`src/rtl/dec_to_bin_pkg.sv`:
```
// Shared widths and types for the 7-digit decimal-to-binary priority encoder.
package dec_to_bin_pkg;

    localparam int N_DIGITS = 7;
    localparam int BIN_W    = 4;

    typedef logic [BIN_W-1:0]  bin_code_t;
    typedef logic [N_DIGITS:1] digit_vec_t;

endpackage

```
`src/rtl/dec_to_bin_prio.sv`:
```
// Combinational priority encode of the digit lines: highest set index wins,
// plus any/multi flags. Bit 3 of the code stays 0 until d8/d9 exist.
module dec_to_bin_prio
    import dec_to_bin_pkg::*;
(
    input  digit_vec_t digits_i,
    output bin_code_t  code_o,
    output logic       any_o,
    output logic       multi_o
);

    always_comb begin
        code_o = '0;
        // Ascending scan so later (higher) hits overwrite lower ones.
        for (int unsigned i = 1; i <= N_DIGITS; i++) begin
            if (digits_i[3'(i)]) begin
                code_o = bin_code_t'(i);
            end
        end
    end

    assign any_o   = |digits_i;
    assign multi_o = ($countones(digits_i) > 1);

endmodule

```
`src/rtl/dec_to_bin.sv`:
```
// Registered 7-line decimal-digit priority encoder, one cycle of latency.
module dec_to_bin
    import dec_to_bin_pkg::*;
(
    input  logic             clk,
    input  logic             rst_n,
    input  logic             i_d1,
    input  logic             i_d2,
    input  logic             i_d3,
    input  logic             i_d4,
    input  logic             i_d5,
    input  logic             i_d6,
    input  logic             i_d7,
    output logic [BIN_W-1:0] o_b,
    output logic             o_valid,
    output logic             o_multi
);

    digit_vec_t digits;
    bin_code_t  b_d, b_q;
    logic       valid_d, valid_q;
    logic       multi_d, multi_q;

    assign digits = {i_d7, i_d6, i_d5, i_d4, i_d3, i_d2, i_d1};

    dec_to_bin_prio u_prio (
        .digits_i (digits),
        .code_o   (b_d),
        .any_o    (valid_d),
        .multi_o  (multi_d)
    );

    always_ff @(posedge clk) begin
        if (!rst_n) begin
            b_q     <= '0;
            valid_q <= 1'b0;
            multi_q <= 1'b0;
        end else begin
            b_q     <= b_d;
            valid_q <= valid_d;
            multi_q <= multi_d;
        end
    end

    assign o_b     = b_q;
    assign o_valid = valid_q;
    assign o_multi = multi_q;

endmodule

```
`config.mk`:
```
export PLATFORM = sky130hd
export DESIGN_NAME = dec_to_bin
export DESIGN_NICKNAME = d
export VERILOG_FILES = /design/src/rtl/dec_to_bin_pkg.sv /design/src/rtl/dec_to_bin_prio.sv /design/src/rtl/dec_to_bin.sv
export SDC_FILE = /design/constraint.sdc
export NUM_CORES = 1
export LEC_CHECK = 0
export BUFFER_PORTS_ARGS = -buffer_cell sky130_fd_sc_hd__buf_4
export CELL_PAD_IN_SITES_DETAIL_PLACEMENT = 1
export CELL_PAD_IN_SITES_GLOBAL_PLACEMENT = 1
export CORE_MARGIN = 5
export CORE_UTILIZATION = 33
export CTS_CLUSTER_SIZE = 12
export DETAILED_ROUTE_END_ITERATION = 8
export PLACE_DENSITY = 0.74
export SLEW_MARGIN = 20
export SYNTH_ARGS = -nofsm -noshare
export SYNTH_HDL_FRONTEND = slang
export SYNTH_SLANG_ARGS = --single-unit
```
`constraint.sdc`:
```
create_clock -name clk -period 2.7 [get_ports clk]
set_clock_uncertainty 0.05 [all_clocks]
set_input_delay 0.135 -clock clk [delete_from_list [all_inputs] [get_ports clk]]
set_output_delay 0.135 -clock clk [all_outputs]
set_load 0.01 [all_outputs]
```
==> results of run 1 <==
[layout by cell type, fill, tap and decap left out, drive strengths merged]
master | netlist | layout
clkbuf | 0 | 4
a41oi | 2 | 2
dfxtp | 5 | 5
a31oi | 2 | 2
nor3b | 1 | 1
conb | 1 | 1
o21ai | 2 | 2
ha | 9 | 9
nand2 | 1 | 1
inv | 16 | 16
buf | 1 | 13
nor4b | 1 | 1
o211ai | 1 | 1
a211oi | 1 | 1
fa | 3 | 3
[final cells by class]
cell class,count,share of cell area
Sequential cell,5,0.177
Clock buffer,4,0.0465
Multi-Input combinational cell,24,0.465
Tap cell,15,0.0332
Timing Repair Buffer,13,0.173
Inverter,16,0.106
[state kept, by name (all words and copies together) (netlist names)]
register	count
o_b	3
o_multi	1
o_valid	1
[path summary, 6_finish.rpt]
kind / end / start
setup / recovery: o_multi / i_d5
hold / removal: o_b[0] / rst_n
[cells by family (layout without fill, tap and decap cells)]
group | after synthesis | in the layout | share of synthesized area
AO/OA/AOI/OAI | 8 | 8 | 0.140
adder cells (fa/ha/maj) | 12 | 12 | 0.401
buffers and inverters | 17 | 33 | 0.157
flip-flops | 5 | 5 | 0.233
other | 1 | 1 | 0.00871
AND/OR/NAND/NOR | 3 | 3 | 0.0610
[layer usage]
| layer | GRT usage | share of wire | vias up | wire length [µm] |
|---|---|---|---|---|
| li1 | - | - | 173 | - |
| met2 | 0.170 | 0.46 | 15 | 408 |
| met4 | 0.0852 | 0.043 | 0 | 38 |
| met5 | 0 | 0 | - | 0 |
| met1 | 0.106 | 0.38 | 161 | 337 |
| met3 | 0.0273 | 0.11 | 5 | 96 |
[report_power, final]
group          total [µW]  switching [µW]  leakage (µW)  internal (µW)
logic                91.6            47.5      0.000251           44.1
clock network        89.0            33.0     0.0000150           56.0
registers            83.5            1.81     0.0000421           81.7
total                 264            82.3      0.000308            182
[metrics by stage]
step,instance area (µm²),utilization,worst slack [ns]
after floorplan,430,-,0.473
after global placement,539,0.425,0.291
after detailed placement,539,0.425,0.259
after CTS,566,0.446,0.497
after global routing,566,0.446,0.401
final,566,0.446,0.515
[critical path: cells and delay by family]
| family | cells | cell delay [ns] |
|---|---|---|
| buf+inv | 4 | 0.25 |
| compound gates | 1 | 0.10 |
| simple gates | 1 | 0.30 |
| fa+ha+maj | 4 | 1.46 |
==> flow_metrics.env, run 1 <==
export IMPL_fin_nets=84
export IMPL_rows=13
export IMPL_multiInputGateArea_um2=263
export IMPL_final_layout_size_suffix_gt1_frac=0.290
export IMPL_post_cts_repair_setup_buffers=0
export IMPL_synth_edf_count=0
export IMPL_crit_top_cell="inv_1"
export IMPL_grt_pass1_wl_mm=1.51
export IMPL_startpoint_type="input pin"
export IMPL_ys_ff_latch=5
export IMPL_arrival_ns=2.26
export IMPL_nFillCells=164
export IMPL_powerDensity_mw_per_mm2=467
export IMPL_register_area_um2=100
export IMPL_htreeDepth=1
export IMPL_required_ns=2.77
export IMPL_fin_cells=77
export IMPL_min_period_ns=2.18
export IMPL_hold_viol=0
export IMPL_cts_buffer_depth=2
export IMPL_setup_viol=0
export IMPL_status="finished, final reports clean"
export IMPL_clkTransAtPathRegs_ns=0.04
export IMPL_period_share=0.809
export IMPL_wl_per_cell_um=11.4
export IMPL_total_power_uw=264
export IMPL_dp_hpwl_um=785
export IMPL_yosys_area_top_type="ha_1"
export IMPL_grt_max_degree=6
export IMPL_ios=15
export IMPL_post_cts_resized=0
export IMPL_cp_cell_sequence="buf_4 -> inv_1 -> ha_1 -> inv_1 -> fa_1 -> inv_1 -> ha_1 -> fa_1 -> nor4b_2 -> a211oi_2"
export IMPL_port_buffers=13
export IMPL_hold_ws_ns=0.102
export IMPL_rsz0062_at_grt="false"
export IMPL_cts_tree="yes"
export IMPL_synth_top_cells_by_area="ha_1 26%, dfxtp_1 23%, fa_1 14%"
export IMPL_yosys_cell_types_count=14
export IMPL_vias=354
export IMPL_core_mm2=0.00127
export IMPL_gp_congestion=0.702
export IMPL_critPathMaxFanout=4
export IMPL_tns_ns=0
export IMPL_finalMaxSlewViolations=0
export IMPL_async_reset_ff_frac=0
export IMPL_dieArea_mm2=0.00213
export IMPL_synth_top_area_frac=0.262
export IMPL_routed_wl_um=880
export IMPL_hp_class="input pin to flip-flop"
export IMPL_overflow=0
export IMPL_antenna_found_initial=0
export IMPL_ys_flop_type="dfxtp_1"
export IMPL_track_usage=0.103
export IMPL_cp_end_kind="flip-flop"
export IMPL_syn_inst=46
export IMPL_antenna_left=0
export IMPL_die_x_um=46.1
export IMPL_critPathKind="input pin to flip-flop"
export IMPL_hold_depth=3
export IMPL_p_leak_uw=0.000308
export IMPL_start_util=0.339
export IMPL_drt_pass1_iter_count=4
export IMPL_ys_seq_area_frac=0.233
export IMPL_drcViolationCount=0
export IMPL_root_buffer="clkbuf_4"
export IMPL_synth_avg_cell_area_um2=9.36
export IMPL_syn2layout_area_growth_pct=31.4
export IMPL_peakVddDrop_uv=132
export IMPL_dp_cells=73
export IMPL_syn_nets=67
export IMPL_slowest_stage="fa_1"
export IMPL_synth_most_common_cell="inv_1"
export IMPL_antennaDiodeCount=0
export IMPL_drt_iter0_markers=3
export IMPL_cap_violations=0
export IMPL_fmax_mhz=458
export IMPL_syn_area_um2=430
export IMPL_numCtsBuffers=3
export IMPL_slowest_delay_ns=0.50
export IMPL_ys_warnings_count=0
export IMPL_grt_pass1_vias=374
export IMPL_die_y_um=46.1
export IMPL_ctsHoldBuffers=0
export IMPL_via_per_inst=4.60
export IMPL_numClockSinks=5
export IMPL_yosys_top_cells_count="16 x inv_1, 9 x ha_1, 5 x dfxtp_1, 3 x fa_1"
Note: power is estimated with default switching activity, not from simulation.
==> run 2, diff against run 1 <==
--- a/config.mk
+++ b/config.mk
@@ -9,10 +9,10 @@
 export CELL_PAD_IN_SITES_DETAIL_PLACEMENT = 1
 export CELL_PAD_IN_SITES_GLOBAL_PLACEMENT = 1
 export CORE_MARGIN = 5
-export CORE_UTILIZATION = 33
+export CORE_UTILIZATION = 30
 export CTS_CLUSTER_SIZE = 12
 export DETAILED_ROUTE_END_ITERATION = 8
-export PLACE_DENSITY = 0.74
+export PLACE_DENSITY = 0.71
 export SLEW_MARGIN = 20
 export SYNTH_ARGS = -nofsm -noshare
 export SYNTH_HDL_FRONTEND = slang
==> constraint.sdc (replaced) <==
create_clock -name clk -period 1.75 [get_ports clk]
set_clock_uncertainty 0.05 [all_clocks]
set_input_delay 0.0875 -clock clk [delete_from_list [all_inputs] [get_ports clk]]
set_output_delay 0.0875 -clock clk [all_outputs]
set_load 0.01 [all_outputs]
==> flow_metrics.env, run 2 (same netlist as run 1, synthesis figures left out) <==
export IMPL_antenna_left=0
export IMPL_crit_top_cell="fa_1"
export IMPL_syn2layout_area_growth_pct=71.5
export IMPL_grt_pass1_wl_mm=1.79
export IMPL_cts_tree="yes"
export IMPL_top_usage_layer="met2"
export IMPL_powerDensity_mw_per_mm2=611
export IMPL_largest_register_ffs=3
export IMPL_layout_common_cells="22 x buf_4, 10 x inv_1, 6 x ha_1"
export IMPL_via_per_inst=4.41
export IMPL_hp_class="input pin to flip-flop"
export IMPL_ios=15
export IMPL_htreeDepth=1
export IMPL_antennaDiodeCount=0
export IMPL_register_area_um2=100
export IMPL_slowest_delay_ns=0.50
export IMPL_slowest_stage="fa_1"
export IMPL_start_util=0.323
export IMPL_clkTransAtPathRegs_ns=0.04
export IMPL_dieArea_mm2=0.00229
export IMPL_final_layout_size_suffix_gt1_frac=0.533
export IMPL_die_y_um=47.9
export IMPL_antenna_found_initial=0
export IMPL_numCtsBuffers=3
export IMPL_drcViolationCount=0
export IMPL_numClockSinks=5
export IMPL_hold_ws_ns=0.0703
export IMPL_hold_viol=0
export IMPL_rsz0062_at_grt="true"
export IMPL_overflow=0
export IMPL_place_area_um2=682
export IMPL_grt_met3_usage=0.0226
export IMPL_track_usage=0.114
export IMPL_design_area_um2=738
export IMPL_fmax_mhz=498
export IMPL_startpoint_type="input pin"
export IMPL_port_buffers=13
export IMPL_dp_hpwl_um=928
export IMPL_setup_viol=1
export IMPL_arrival_ns=2.07
export IMPL_vias=397
export IMPL_grt_max_degree=5
export IMPL_critPathKind="input pin to flip-flop"
export IMPL_drt_iter0_markers=1
export IMPL_grtUsageMet2=0.211
export IMPL_gp_congestion=0.727
export IMPL_globalRouteMet1Util=0.124
export IMPL_critPathMaxFanout=2
export IMPL_period_share=1.15
export IMPL_cap_violations=0
export IMPL_finalMaxSlewViolations=0
export IMPL_final_common_cell="buf_4"
export IMPL_root_buffer="clkbuf_4"
export IMPL_drt_pass1_iter_count=2
export IMPL_nFillCells=157
export IMPL_status="finished with violations"
export IMPL_routed_wl_mm=1.01
export IMPL_wl_per_cell_um=11.2
export IMPL_die_x_um=47.9
export IMPL_min_period_ns=2.01
export IMPL_p_leak_uw=0.000375
export IMPL_tns_ns=-0.260
export IMPL_multiInputGateArea_um2=290
export IMPL_violations="setup timing"
export IMPL_layout_setup_ws_ns=-0.260
export IMPL_grt_pass1_vias=427
export IMPL_cp_cell_sequence="buf_8 -> inv_4 -> ha_4 -> inv_2 -> fa_1 -> inv_1 -> ha_2 -> fa_1 -> nor4b_2 -> a211oi_2"
export IMPL_cp_end_kind="flip-flop"
export IMPL_fin_nets=97
export IMPL_cts_buffer_depth=2
export IMPL_required_ns=1.81
export IMPL_peakVddDrop_uv=186
export IMPL_core_mm2=0.00133
export IMPL_rows=13
run 2: final cells by class:
| cell class | count | share of cell area |
|---|---|---|
| Multi-Input combinational cell | 24 | 0.393 |
| Timing Repair Buffer | 26 | 0.295 |
| Sequential cell | 5 | 0.136 |
| Inverter | 16 | 0.115 |
| Clock buffer | 4 | 0.0356 |
| Tap cell | 15 | 0.0254 |
run 2: where the power goes:
group / internal (µW) / switching [µW] / total, µW
combinational: 103 / 87.9 / 191
clock: 86.1 / 45.1 / 131
sequential: 126 / 2.80 / 129
total: 315 / 136 / 451
run 2: worst paths after layout:
kind,start,to,depth (start not counted)
max,i_d5,o_multi,10
min,rst_n,o_b[0],3
run 2: worst max-delay path: cells and delay by family:
kind / cells / cell delay [ns]
AOI/OAI and AO/OA: 1 / 0.11
adders and majority gates: 4 / 1.39
buffers and inverters: 4 / 0.19
and+or+nand+nor: 1 / 0.29
run 2: metrics by stage:
stage | util | cells | worst slack, ns | total power (µW)
detailed placement | 0.511 | 85 | -0.576 | 319
finish | 0.553 | 90 | -0.260 | 451
global placement | 0.511 | 85 | -0.524 | 308
floorplan | - | 46 | -0.301 | 230
CTS | 0.553 | 90 | -0.303 | 464
global route | 0.553 | 90 | -0.319 | 501
run 2: per-layer routing:
layer | vias to the layer above | wire length (µm)
li1 | 201 | -
met1 | 184 | 410
met2 | 12 | 530
met3 | 0 | 68
met4 | 0 | 0
met5 | - | 0
run 2: repair_timing:
| item | in CTS | in global routing |
|---|---|---|
| setup endpoints to repair | 1 | 1 |
| buffers inserted | 1 | 0 |
| pin swaps | 5 | 1 |
| resized for setup | 6 | 0 |
| hold buffers | 0 | 0 |
==> run 3, diff against run 2 <==
--- a/config.mk
+++ b/config.mk
@@ -6,14 +6,16 @@
 export NUM_CORES = 1
 export LEC_CHECK = 0
 export BUFFER_PORTS_ARGS = -buffer_cell sky130_fd_sc_hd__buf_4
+export CAP_MARGIN = 10
 export CELL_PAD_IN_SITES_DETAIL_PLACEMENT = 1
 export CELL_PAD_IN_SITES_GLOBAL_PLACEMENT = 1
-export CORE_MARGIN = 5
-export CORE_UTILIZATION = 30
+export CORE_AREA = 5 5 42 44
 export CTS_CLUSTER_SIZE = 12
 export DETAILED_ROUTE_END_ITERATION = 8
-export PLACE_DENSITY = 0.71
+export DIE_AREA = 0 0 47 49
+export PLACE_DENSITY = 0.68
 export SLEW_MARGIN = 20
 export SYNTH_ARGS = -nofsm -noshare
 export SYNTH_HDL_FRONTEND = slang
+export SYNTH_HIERARCHICAL = 1
 export SYNTH_SLANG_ARGS = --single-unit
==> flow_metrics.env, run 3 <==
export IMPL_status="finished with violations"
export IMPL_violations="setup timing"
export IMPL_grt_max_degree=7
export IMPL_wl_per_cell_um=9.71
export IMPL_core_mm2=0.00140
export IMPL_routed_wl_um=728
export IMPL_cp_end_kind="flip-flop"
export IMPL_design_area_um2=576
export IMPL_yosys_area_top_type="dfxtp_1"
export IMPL_syn_area_um2=362
export IMPL_port_buffers=14
export IMPL_peakVddDrop_uv=173
export IMPL_final_layout_size_suffix_gt1_frac=0.492
export IMPL_antennaDiodeCount=0
export IMPL_p_leak_uw=0.000295
export IMPL_synth_avg_cell_area_um2=9.77
export IMPL_synth_xor_area_share=0
export IMPL_synth_top_cells_by_area="dfxtp_1 33%, fa_1 17%, and2_1 10%"
export IMPL_drt_iter0_markers=0
export IMPL_grt_pass1_vias=329
export IMPL_crit_top_cell="fa_1"
export IMPL_tns_ns=-0.580
export IMPL_numCtsBuffers=3
export IMPL_layout_setup_ws_ns=-0.580
export IMPL_synth_top_area_frac=0.332
export IMPL_critPathKind="input pin to flip-flop"
export IMPL_hp_class="input pin to flip-flop"
export IMPL_htreeDepth=1
export IMPL_dp_hpwl_um=653
export IMPL_ys_warnings_count=6
export IMPL_numClockSinks=6
export IMPL_dieArea_mm2=0.00230
export IMPL_synth_compound_area_frac=0.0692
export IMPL_drcViolationCount=0
export IMPL_largest_register_ffs=4
export IMPL_synth_top_family_by_area="adder cells"
export IMPL_cp_cell_sequence="buf_8 -> inv_8 -> fa_1 -> fa_1 -> inv_1 -> ha_1 -> a21o_1 -> fa_1 -> or2_4 -> and2_4"
export IMPL_cts_tree="yes"
export IMPL_fmax_mhz=429
export IMPL_synth_most_common_cell="inv_1"
export IMPL_ys_seq_area_frac=0.332
export IMPL_fin_nets=76
export IMPL_antenna_found_initial=0
export IMPL_syn2layout_area_growth_pct=59.2
export IMPL_dpl_worst_slack_ns=-0.964
export IMPL_antenna_left=0
export IMPL_yosys_cell_types_count=14
export IMPL_ctsHoldBuffers=0
export IMPL_final_common_cell="buf_4"
export IMPL_arrival_ns=2.42
export IMPL_place_area_um2=534
export IMPL_hold_viol=0
export IMPL_die_y_um=49
export IMPL_die_x_um=47
export IMPL_cts_buffer_depth=2
export IMPL_setup_viol=1
export IMPL_overflow=0
export IMPL_start_util=0.258
export IMPL_cap_violations=0
export IMPL_async_reset_ff_frac=0
export IMPL_ys_ff_latch=6
export IMPL_powerDensity_mw_per_mm2=710
export IMPL_clkTransAtPathRegs_ns=0.04
export IMPL_min_period_ns=2.33
export IMPL_ys_flop_type="dfxtp_1"
export IMPL_gp_congestion=0.765
export IMPL_root_buffer="clkbuf_4"
export IMPL_track_usage=0.0805
export IMPL_synth_fa_ha_area_frac=0.270
export IMPL_rows=14
export IMPL_rsz0062_at_grt="true"
export IMPL_syn_nets=52
export IMPL_startpoint_type="input pin"
export IMPL_critPathMaxFanout=2
export IMPL_yosys_area_share_simple=0.215
export IMPL_total_power_uw=408
export IMPL_vias=310
export IMPL_hold_depth=2
export IMPL_slowest_delay_ns=0.49
export IMPL_layout_common_cells="18 x buf_4, 6 x dfxtp_1, 5 x and2_1, 5 x inv_1"
export IMPL_drt_pass1_iter_count=1
export IMPL_via_per_inst=4.13
export IMPL_yosys_top_cells_count="8 x inv_1, 6 x and2_1, 6 x dfxtp_1, 3 x fa_1, 3 x ha_1"
export IMPL_finalMaxSlewViolations=0
export IMPL_slowest_stage="fa_1"
export IMPL_syn_inst=37
export IMPL_period_share=1.33
export IMPL_grt_pass1_wl_mm=1.25
export IMPL_ios=15
export IMPL_synth_edf_count=0
export IMPL_required_ns=1.84
export IMPL_synth_mux_area_frac=0
-- run 3: kinds of logic after synthesis --
logic type	count (synthesis)
compound gates	3
fa+ha+maj	6
buf+inv	9
flops	6
other cells	1
simple gates	12
-- run 3: cell type report --
| type | count | area, µm² |
|---|---|---|
| clock buffers | 3 | 22.5 |
| fillers | 176 | 826 |
| inverters | 8 | 42.5 |
| multi-input cells | 22 | 209 |
| flip-flops and latches | 6 | 120 |
| well taps | 16 | 20.0 |
| repair buffers | 20 | 161 |
-- run 3: per-stage QoR --
stage | instances | utilization | hold slack, ns
global route | 75 | 0.411 | 0.0447
floorplan | 37 | - | 0.159
finish | 75 | 0.411 | 0.0416
detailed placement | 72 | 0.381 | 0.284
CTS | 75 | 0.397 | 0.0276
global placement | 72 | 0.381 | 0.281
-- run 3: critical path: cells and delay by family --
kind | cells | cell delay, ns
AOI/OAI and AO/OA | 1 | 0.17
adders and majority gates | 4 | 1.66
buffers and inverters | 3 | 0.16
and+or+nand+nor | 2 | 0.36
-- run 3: timing repair --
action                                  CTS  global route
gates resized for setup                   1             6
endpoints found under the setup margin    1             1
setup buffers                             0             0
pin swaps                                 5             2
-- run 3: final timing paths --
kind / slack, ns / startpoint / endpoint
worst min-delay path: 0.04 / rst_n / o_b[1]
worst max-delay path: -0.58 / i_d4 / o_multi
-- run 3: metal layers --
metal  up-vias  wire length (µm)  track usage
met5         -                 0            0
met4         0                21       0.0968
met3         2                60       0.0258
met2        15               363        0.115
met1       134               282       0.0776
li1        159                 -            -
-- run 3: power breakdown --
| group | switching [µW] | internal [µW] | total, µW |
|---|---|---|---|
| registers | 2.74 | 150 | 152 |
| clock network | 45.4 | 77.3 | 123 |
| logic | 53.2 | 80.1 | 133 |
| total | 101 | 307 | 408 |
